`src/rtl/cv32e40p_pkg.sv`:
```
// Shared types and constants for the X-interface dispatcher: FSM state
// encoding, response field widths and a winner-selection helper.
package cv32e40p_pkg;

  localparam int unsigned X_RD_WIDTH   = 5;
  localparam int unsigned X_DATA_WIDTH = 32;

  typedef enum logic [0:0] {
    DISP_OFFER = 1'b0,
    DISP_DONE  = 1'b1
  } disp_state_e;

  // Index of the lowest set bit of a vector of up to four requesters.
  // An all-zero vector returns 0; callers qualify the result separately.
  function automatic int unsigned lowest_set_idx(input logic [3:0] vec);
    int unsigned idx;
    idx = 0;
    for (int i = 3; i >= 0; i--) begin
      if (vec[i]) begin
        idx = i;
      end
    end
    return idx;
  endfunction

endpackage

```
`src/rtl/cv32e40p_fifo.sv`:
```
// Small in-order FIFO with occupancy count. Pointers wrap modulo DEPTH,
// so DEPTH need not be a power of two. Push while full and pop while empty
// are ignored.
module cv32e40p_fifo #(
  parameter int unsigned WIDTH = 1,
  parameter int unsigned DEPTH = 4
) (
  input  logic                       clk_i,
  input  logic                       rst_ni,
  input  logic                       push_i,
  input  logic [WIDTH-1:0]           data_i,
  input  logic                       pop_i,
  output logic [WIDTH-1:0]           data_o,
  output logic                       empty_o,
  output logic                       full_o,
  output logic [$clog2(DEPTH+1)-1:0] count_o
);

  localparam int unsigned PTR_W = (DEPTH > 1) ? $clog2(DEPTH) : 1;
  localparam int unsigned CNT_W = $clog2(DEPTH + 1);

  logic [WIDTH-1:0] mem_r [DEPTH];
  logic [PTR_W-1:0] wr_ptr_r;
  logic [PTR_W-1:0] rd_ptr_r;
  logic [CNT_W-1:0] count_r;
  logic             push_s;
  logic             pop_s;

  function automatic logic [PTR_W-1:0] ptr_inc(input logic [PTR_W-1:0] ptr);
    if (ptr == PTR_W'(DEPTH - 1)) begin
      return {PTR_W{1'b0}};
    end else begin
      return ptr + PTR_W'(1'b1);
    end
  endfunction

  assign full_o  = (count_r == CNT_W'(DEPTH));
  assign empty_o = (count_r == {CNT_W{1'b0}});
  assign push_s  = push_i & ~full_o;
  assign pop_s   = pop_i & ~empty_o;
  assign data_o  = mem_r[rd_ptr_r];
  assign count_o = count_r;

  // Pointer and occupancy bookkeeping; simultaneous push and pop keep the count.
  always_ff @(posedge clk_i or negedge rst_ni) begin
    if (!rst_ni) begin
      wr_ptr_r <= {PTR_W{1'b0}};
      rd_ptr_r <= {PTR_W{1'b0}};
      count_r  <= {CNT_W{1'b0}};
    end else begin
      if (push_s) begin
        wr_ptr_r <= ptr_inc(wr_ptr_r);
      end
      if (pop_s) begin
        rd_ptr_r <= ptr_inc(rd_ptr_r);
      end
      case ({push_s, pop_s})
        2'b10:   count_r <= count_r + CNT_W'(1'b1);
        2'b01:   count_r <= count_r - CNT_W'(1'b1);
        default: count_r <= count_r;
      endcase
    end
  end

  // Entry storage, cleared on reset so stale indices never reappear.
  always_ff @(posedge clk_i or negedge rst_ni) begin
    if (!rst_ni) begin
      for (int i = 0; i < int'(DEPTH); i++) begin
        mem_r[i] <= {WIDTH{1'b0}};
      end
    end else if (push_s) begin
      mem_r[wr_ptr_r] <= data_i;
    end
  end

endmodule

```
`src/rtl/cv32e40p_x_dispatcher.sv`:
```
// Offers each core X-interface instruction to every coprocessor, collects
// their accept decisions, reports the lowest-index accepter to the core and
// keeps write-back offloads in order so results return in issue order.
module cv32e40p_x_dispatcher
  import cv32e40p_pkg::*;
#(
  parameter int unsigned NUM_COPROC = 2,
  parameter int unsigned DEPTH      = 4
) (
  input  logic                                    clk_i,
  input  logic                                    rst_ni,
  // core request
  input  logic                                    x_valid_i,
  output logic                                    x_ready_o,
  input  logic [2:0][31:0]                        x_rs_i,
  input  logic [2:0]                              x_rs_valid_i,
  input  logic                                    x_rd_clean_i,
  output logic                                    x_accept_o,
  output logic                                    x_is_mem_op_o,
  output logic                                    x_writeback_o,
  // core response
  output logic                                    x_rvalid_o,
  input  logic                                    x_rready_i,
  output logic [X_RD_WIDTH-1:0]                   x_rd_o,
  output logic [X_DATA_WIDTH-1:0]                 x_data_o,
  output logic                                    x_error_o,
  // coprocessor request
  output logic [NUM_COPROC-1:0]                   cp_valid_o,
  input  logic [NUM_COPROC-1:0]                   cp_ready_i,
  output logic [2:0][31:0]                        cp_rs_o,
  output logic [2:0]                              cp_rs_valid_o,
  output logic                                    cp_rd_clean_o,
  input  logic [NUM_COPROC-1:0]                   cp_accept_i,
  input  logic [NUM_COPROC-1:0]                   cp_is_mem_op_i,
  input  logic [NUM_COPROC-1:0]                   cp_writeback_i,
  // coprocessor response
  input  logic [NUM_COPROC-1:0]                   cp_rvalid_i,
  output logic [NUM_COPROC-1:0]                   cp_rready_o,
  input  logic [NUM_COPROC-1:0][X_RD_WIDTH-1:0]   cp_rd_i,
  input  logic [NUM_COPROC-1:0][X_DATA_WIDTH-1:0] cp_data_i,
  input  logic [NUM_COPROC-1:0]                   cp_error_i,
  // status
  output logic [$clog2(DEPTH+1)-1:0]              outstanding_o,
  output logic                                    accept_conflict_o
);

  localparam int unsigned IDX_W = (NUM_COPROC > 1) ? $clog2(NUM_COPROC) : 1;

  disp_state_e           state_r;
  disp_state_e           state_s;
  logic [NUM_COPROC-1:0] done_r;
  logic [NUM_COPROC-1:0] acc_r;
  logic [NUM_COPROC-1:0] mem_r;
  logic [NUM_COPROC-1:0] wb_r;
  logic [NUM_COPROC-1:0] hs_s;
  logic                  all_done_s;
  logic                  full_s;
  logic                  empty_s;
  logic                  push_s;
  logic                  pop_s;
  logic [3:0]            acc4_s;
  logic [IDX_W-1:0]      win_s;
  logic [IDX_W-1:0]      head_s;

  // Operands travel to all coprocessors unchanged.
  assign cp_rs_o       = x_rs_i;
  assign cp_rs_valid_o = x_rs_valid_i;
  assign cp_rd_clean_o = x_rd_clean_i;

  assign hs_s       = cp_valid_o & cp_ready_i;
  assign all_done_s = &(done_r | hs_s);

  // Offer to every coprocessor that has not answered yet, unless the ordering FIFO is full.
  always_comb begin
    cp_valid_o = {NUM_COPROC{1'b0}};
    if ((state_r == DISP_OFFER) && x_valid_i && !full_s) begin
      cp_valid_o = ~done_r;
    end else begin
      cp_valid_o = {NUM_COPROC{1'b0}};
    end
  end

  // FSM state register.
  always_ff @(posedge clk_i or negedge rst_ni) begin
    if (!rst_ni) begin
      state_r <= DISP_OFFER;
    end else begin
      state_r <= state_s;
    end
  end

  // Next state: leave OFFER once every coprocessor has answered; DONE lasts one cycle.
  always_comb begin
    state_s = state_r;
    case (state_r)
      DISP_OFFER: begin
        if (all_done_s) begin
          state_s = DISP_DONE;
        end else begin
          state_s = DISP_OFFER;
        end
      end
      DISP_DONE: state_s = DISP_OFFER;
      default:   state_s = DISP_OFFER;
    endcase
  end

  // Capture each coprocessor's answer at its handshake; a dropped x_valid_i keeps them.
  always_ff @(posedge clk_i or negedge rst_ni) begin
    if (!rst_ni) begin
      done_r <= {NUM_COPROC{1'b0}};
      acc_r  <= {NUM_COPROC{1'b0}};
      mem_r  <= {NUM_COPROC{1'b0}};
      wb_r   <= {NUM_COPROC{1'b0}};
    end else if (state_r == DISP_DONE) begin
      done_r <= {NUM_COPROC{1'b0}};
      acc_r  <= {NUM_COPROC{1'b0}};
      mem_r  <= {NUM_COPROC{1'b0}};
      wb_r   <= {NUM_COPROC{1'b0}};
    end else begin
      done_r <= done_r | hs_s;
      acc_r  <= (acc_r & ~hs_s) | (cp_accept_i & hs_s);
      mem_r  <= (mem_r & ~hs_s) | (cp_is_mem_op_i & hs_s);
      wb_r   <= (wb_r & ~hs_s) | (cp_writeback_i & hs_s);
    end
  end

  // Winner is the lowest-index accepter.
  always_comb begin
    acc4_s = 4'b0000;
    for (int k = 0; k < int'(NUM_COPROC); k++) begin
      acc4_s[k] = acc_r[k];
    end
    win_s = IDX_W'(lowest_set_idx(acc4_s));
  end

  assign x_ready_o         = (state_r == DISP_DONE);
  assign x_accept_o        = x_ready_o & (|acc_r);
  assign x_writeback_o     = x_accept_o & wb_r[win_s];
  assign x_is_mem_op_o     = x_accept_o & mem_r[win_s];
  assign accept_conflict_o = x_ready_o & ((acc_r & (acc_r - NUM_COPROC'(1'b1))) != {NUM_COPROC{1'b0}});
  assign push_s            = x_writeback_o;
  assign pop_s             = x_rvalid_o & x_rready_i;

  cv32e40p_fifo #(
    .WIDTH (IDX_W),
    .DEPTH (DEPTH)
  ) u_order_fifo (
    .clk_i   (clk_i),
    .rst_ni  (rst_ni),
    .push_i  (push_s),
    .data_i  (win_s),
    .pop_i   (pop_s),
    .data_o  (head_s),
    .empty_o (empty_s),
    .full_o  (full_s),
    .count_o (outstanding_o)
  );

  // Forward the response of the head coprocessor only; all others stay back-pressured.
  always_comb begin
    x_rvalid_o  = 1'b0;
    x_rd_o      = {X_RD_WIDTH{1'b0}};
    x_data_o    = {X_DATA_WIDTH{1'b0}};
    x_error_o   = 1'b0;
    cp_rready_o = {NUM_COPROC{1'b0}};
    if (!empty_s) begin
      x_rvalid_o = cp_rvalid_i[head_s];
      x_rd_o     = cp_rd_i[head_s];
      x_data_o   = cp_data_i[head_s];
      x_error_o  = cp_error_i[head_s];
      for (int k = 0; k < int'(NUM_COPROC); k++) begin
        cp_rready_o[k] = (head_s == IDX_W'(k)) & x_rready_i;
      end
    end else begin
      x_rvalid_o  = 1'b0;
      cp_rready_o = {NUM_COPROC{1'b0}};
    end
  end

endmodule

```
`config.mk`:
```
export PLATFORM = sky130hd
export DESIGN_NAME = cv32e40p_x_dispatcher
export DESIGN_NICKNAME = d
export VERILOG_FILES = /design/src/rtl/cv32e40p_pkg.sv /design/src/rtl/cv32e40p_fifo.sv /design/src/rtl/cv32e40p_x_dispatcher.sv
export SDC_FILE = /design/constraint.sdc
export NUM_CORES = 1
export LEC_CHECK = 0
export CORE_AREA = 2 2 131 133
export CTS_CLUSTER_DIAMETER = 40
export DETAILED_ROUTE_END_ITERATION = 16
export DIE_AREA = 0 0 133 135
export GPL_TIMING_DRIVEN = 0
export PLACE_DENSITY_LB_ADDON = 0.12
export SYNTH_ARGS = -nofsm -noshare
export SYNTH_HDL_FRONTEND = slang
export SYNTH_SLANG_ARGS = --single-unit
export TNS_END_PERCENT = 5
```
`constraint.sdc`:
```
create_clock -name clk_i -period 2.2 [get_ports clk_i]
set_input_delay 0.44 -clock clk_i [delete_from_list [all_inputs] [get_ports clk_i]]
set_output_delay 0.44 -clock clk_i [all_outputs]
set_load 0.05 [all_outputs]
```
# Yosys cells after proc, flatten, opt, wreduce, memory -nomap -nowiden
# Cells that the tools add are included.
totals:
  register_bits: 20
  output_inout_bits: 151
classes:
  n_addsub: 5
  order_cmp: 5
  n_eq_ne: 5
  n_mux: 35
  bitwise: 29
  n_reduce_logical: 9
op_table:
  columns: ["op", "count"]
  rows:
  - ["two-way mux 32 bit", 3]
  - ["bitwise AND 2 bit", 8]
  - ["two-way mux 1 bit", 16]
  - ["two-way mux 2 bit", 8]
  - ["two-way mux 5 bit", 3]
  - ["bitwise AND 1 bit", 9]
  - ["bitwise OR 2 bit", 4]
  - ["equality test 2 bit, second input constant", 3]
  - ["greater-or-equal comparator 3 bit, second input constant", 2]
  - ["NOT 2 -> 3 bit", 2]
  - ["one-hot mux 3 bit (2 select lines)", 1]
  - ["adder 2 x 1 -> 2 bit, second input constant", 2]
  - ["bitwise mux 4 bit", 1]
  - ["< comparator 1 x 2 -> 1 bit, second input constant", 2]
  - ["NOT 1 bit", 4]
  - ["NOT 2 bit", 2]
  - ["nonzero test 2 bit", 2]
  - ["adder 3 x 1 -> 3 bit, second input constant", 1]
  - ["equality test 3 bit, second input constant", 1]
  - ["logical AND 1 bit", 3]
  - ["logical NOT 3 bit", 1]
  - ["< comparator 3 x 1 -> 1 bit, second input constant", 1]
  - ["subtractor 3 x 1 -> 3 bit, second input constant", 1]
  - ["binary-select mux 1 bit (select 2 bit)", 1]
  - ["7 further kinds", 7]

# Logic depth before layout (Yosys ltp)
depth:
  ltp_word: 11
  ltp_mapped: 8
  mapped_depth_nobuf: 8

# Cells and area by module
# From an unflattened synthesis, not the netlist that was laid out.
unflattened:
  cells_unflattened: 301
  area_unflattened_um2: 2473.6
by_module_without_submodules:
  columns: ["module", "n_inst", "cells_each", "area_per_inst_um2"]
  rows:
  - ["cv32e40p_x_dispatcher", 1, 244, 1840.5]
  - ["cv32e40p_fifo", 1, 57, 633.1]

# Worst setup path before layout
# No wires, ideal clock.
synth_timing:
  kind: "register -> output"
  startpoint: "register u_order_fifo.rd_ptr_r[0]"
  endpoint: "output port x_data_o[12]"
  arrival_time_ns: 2.114
  slack_ns: -0.354
  stages_incl_launch_ff: 7
  n_path_buf: 2
  cell_sequence: "dfrtp_1 mux2i_1 mux2_2 buf_2 clkbuf_1 nand2_1 a21oi_1"
synth_via:
  elab_chain_len: 7
synth_rtl:
  columns: ["element", "line_no", "rtl"]
  rows:
  - ["from (decl)", "cv32e40p_fifo.sv:24", "logic [PTR_W-1:0] rd_ptr_r;"]
  - ["from (signal assigned)", "cv32e40p_fifo.sv:48", "rd_ptr_r <= {PTR_W{1'b0}};"]
  - ["from (signal assigned)", "cv32e40p_fifo.sv:55", "rd_ptr_r <= ptr_inc(rd_ptr_r);"]
  - ["NOT 2 -> 3 bit (not written as such)", "cv32e40p_fifo.sv:41", "assign data_o = mem_r[rd_ptr_r];"]
  - ["binary-select mux 1 bit (select 2 bit)", "cv32e40p_fifo.sv:41", null]
  - ["two-way mux 1 bit (not written as such) (2 in a row)", "cv32e40p_fifo.sv:41", null]
  - ["two-way mux 32 bit (not written as such) (2 in a row)", "cv32e40p_x_dispatcher.sv:170", "x_data_o = cp_data_i[head_s];"]
  - ["two-way mux 32 bit", "cv32e40p_x_dispatcher.sv:167", "if (!empty_s) begin"]
  - ["to (decl)", "cv32e40p_x_dispatcher.sv:25", "output logic [X_DATA_WIDTH-1:0] x_data_o,"]
# No other way between the ends. The select of a mux whose other input is x is not followed.

# Worst setup path in the final report
layout_timing:
  startpoint: "register u_order_fifo.rd_ptr_r[0]"
  endpoint: "output port x_data_o[31]"
# Same word-level chain as after synthesis.

==> results.yml <==
placed_design:
  placed_cells: 786
  dp_hpwl_um: 11900
  gp_congestion: 0.783
  port_buffers: 240
timing:
  slew_violations: 0
  slew_headroom_pct: 36.8
  setup_viol: 42
  tightest_slew_ps: 945
  min_period_over_period_pct: 109
  hold_slack_ps: 527
  period_needed_ps: 2410
  fin_worst_skew_ps: 6.84
  timing.final.ws_setup_ps: -209
  hold_violations: 0
  rsz0062_at_grt: "true"
  setup_tns_ps: -5820
  maxClockFrequency_ghz: 0.415
global_routing:
  overflow: 0
  grt_pass1_wl_um: 19000
  grt_usage_pct: 13.9
  grt_max_degree: 21
  grt_pass1_vias: 2922
  antenna_found_initial: 1
cts:
  cts_tree: "done"
  clk_latency_ps: 250
  holdBufCountCts: 0
  cts.reportedPaths.clkPinSlew_ps: 60
  clock_sinks: 20
  root_buffer: "clkbuf_16"
  cts.path.max_buffers: 2
  cts-htree-levels: 1
  cts-buffers-inserted: 3
min_path:
  min_path_cells: 2
  hold_path_class: "reg -> reg"
yosys:
  synthXorXnorAreaFrac_pct: 1.11
  netlist_instances: 326
  ys_types: 28
  syn_nets: 523
  syn_area_per_cell_sq_um: 7.26
  muxShareOfSynthArea_pct: 8.56
  yosysWarnings: 0
  yosysTopAreaCellShare_pct: 31.7
  synthAdderAreaFrac_pct: 4.02
  synthTopCellsByArea: "buf_4, dfrtp_1, nand2_1"
  synthSimpleGateAreaFrac_pct: 20.6
  synth_top_family_by_area: "buffers and inverters"
  yosysTopAreaCell: "buf_4"
  synth-seq-area-share_pct: 21.1
  synth_edf_count: 0
  synthFlopType: "dfrtp_1"
  synth_compound_area_share_pct: 9.99
  syn_area_sq_um: 2370
  async_reset_ff_share_pct: 100
  synth_seq_cells: 20
final_layout:
  fill_cells: 1728
  final_layout_size_suffix_gt1_share_pct: 35.0
  nets: 773
  syn_to_final_growth_pct: 125
  instances_no_fill: 796
detailed_routing:
  antenna_left: 0
  via_count: 2927
  drtIter0Drc: 104
  drt_wl_total_um: 13800
  post-route-drc-count: 0
  dr.pass1.iters: 4
  avgViaCountPerCell: 3.68
  wire_per_inst_um: 17.4
floorplanning:
  die_h_um: 135
  num_io_pins: 341
  core_area_sq_um: 16400
  die_w_um: 133
  fp-row-count: 47
  start_util_pct: 14.4
  die_area_sq_um: 18000
outcome:
  violations: "setup timing"
  outcome: "finished with violations"
pwr:
  p_per_area_nw_per_um2: 927
  p_leak_uw: 0.00236
  irDropWorstVdd_mv: 0.635
setup_path:
  crit_required_ps: 1760
  criticalPathCategory: "reg -> out"
  cp-start-kind: "flop"
  crit_fanout: 5
  cp-end-kind: "output port"
  arrival_ps: 1970
  reg2regPathDepth: 6
run:
  max-cap-violations: 0
[stage by stage]
| stage | cell area (sq um) | utilization (%) | worst slack [ps] | power, uW |
|---|---|---|---|---|
| finish | 5340 | 32.5 | -209 | 4950 |
| CTS | 5280 | 32.2 | -266 | 4930 |
| detailed placement | 5090 | 31.0 | -945 | 4310 |
| global route | 5340 | 32.5 | -277 | 5200 |
| global placement | 5090 | 31.0 | -899 | 4290 |
| floorplan | 2410 | - | -257 | 3140 |
[worst paths after layout]
check                                                     startpoint                              endpoint  slack [ps]
worst max-delay path            u_order_fifo.rd_ptr_r[0]$_DFFE_PN0P_                          x_data_o[31]        -210
worst max register to register  u_order_fifo.rd_ptr_r[0]$_DFFE_PN0P_   u_order_fifo.count_o[1]$_DFFE_PN0P_        -200
max in group asynchronous                                     rst_ni  u_order_fifo.rd_ptr_r[0]$_DFFE_PN0P_         850
worst min-delay path                               wb_r[0]$_DFF_PN0_                     wb_r[0]$_DFF_PN0_         530
min in group asynchronous                                     rst_ni                     wb_r[0]$_DFF_PN0_         720
worst min register to register                     wb_r[0]$_DFF_PN0_                     wb_r[0]$_DFF_PN0_         530
[synthesized netlist by cell type (2+ instances only)]
cell        n
a21oi_1    40
buf_2       3
buf_4     100
clkbuf_1   10
dfrtp_1    20
ha_1        6
inv_1       4
mux2_1      2
mux2_2      6
mux2i_1     9
nand2_1    83
nand2b_1    2
nor2_1     20
nor3_1      4
nor4b_2     2
o21ai_0     2
xnor2_1     2
[worst max-delay path, cell delays in order, from the launching register on]
cell	delay (ps)
dfrtp_2	420
mux4_2	630
buf_6	190
nand2_1	60
a21oi_1	50
clkdlybuf4s15_2	350
[placed cells by master, fill, tap and decap left out, types with 2 or more instances in the layout]
cell / n
a21oi_1: 27
clkbuf_2: 5
clkdlybuf4s15_2: 6
o21ai_0: 2
inv_1: 4
ha_1: 5
clkdlybuf4s50_1: 193
nor2_1: 20
nand2_2: 5
mux2_1: 2
nor3_1: 3
clkbuf_16: 3
nand2b_1: 2
buf_2: 2
buf_6: 18
a21oi_2: 12
buf_4: 123
clkbuf_1: 2
clkbuf_4: 5
mux2i_1: 8
mux2_2: 5
xnor2_1: 2
dfrtp_1: 19
nor4b_2: 2
nand2_1: 78
[cell families (layout without fill, tap and decap cells)]
logic type                 after synthesis  count (layout)
other                                    0               1
muxes                                   18              18
adders and majority gates                7               7
buffers and inverters                  117             366
DFF                                     20              20
and+or+nand+nor                        116             116
xor gates and xnor gates                 3               3
AOI/OAI and AO/OA                       45              45
[power by group]
group          switching, uW  total [uW]  leakage, uW  internal [uW]
clock                    139         500    0.0000511            361
sequential               192         696     0.000257            504
combinational           2400        3750      0.00205           1350
[flip-flops by register name, summed over array words and instances (netlist names)]
name                   flops
acc_r                      2
done_r                     2
mem_r                      2
u_order_fifo.count_o       3
u_order_fifo.mem_r         4
u_order_fifo.rd_ptr_r      2
u_order_fifo.wr_ptr_r      2
wb_r                       2
x_ready_o                  1
[routing by layer]
| layer | vias up | global-route usage [%] | share of wire [%] |
|---|---|---|---|
| li1 | 1445 | - | - |
| met1 | 1342 | 18.4 | 43 |
| met2 | 138 | 22.7 | 47 |
| met3 | 2 | 4.69 | 9.2 |
| met4 | 0 | 1.14 | 0.51 |
| met5 | - | 0 | 0 |
[area by class of cell]
cell class / count / area [sq um] / share of cell area, %
Antenna cell: 1 / 2.50 / 0.0469
Buffer: 113 / 851 / 15.9
Clock buffer: 3 / 75.1 / 1.41
Clock inverter: 1 / 30.0 / 0.563
Inverter: 4 / 15.0 / 0.281
Multi-Input combinational cell: 189 / 1180 / 22.1
Sequential cell: 20 / 502 / 9.40
Tap cell: 220 / 275 / 5.16
Timing Repair Buffer: 245 / 2400 / 45.1
[what timing repair did]
action | CTS | global route
resized for setup | 275 | 32
endpoints found under the hold margin | 0 | 0
gates cloned | 0 | 1
endpoints found under the setup margin | 48 | 47
buffers inserted | 3 | 1
pin swaps | 3 | 3
No activity file was read; power rests on OpenSTA's default activity.
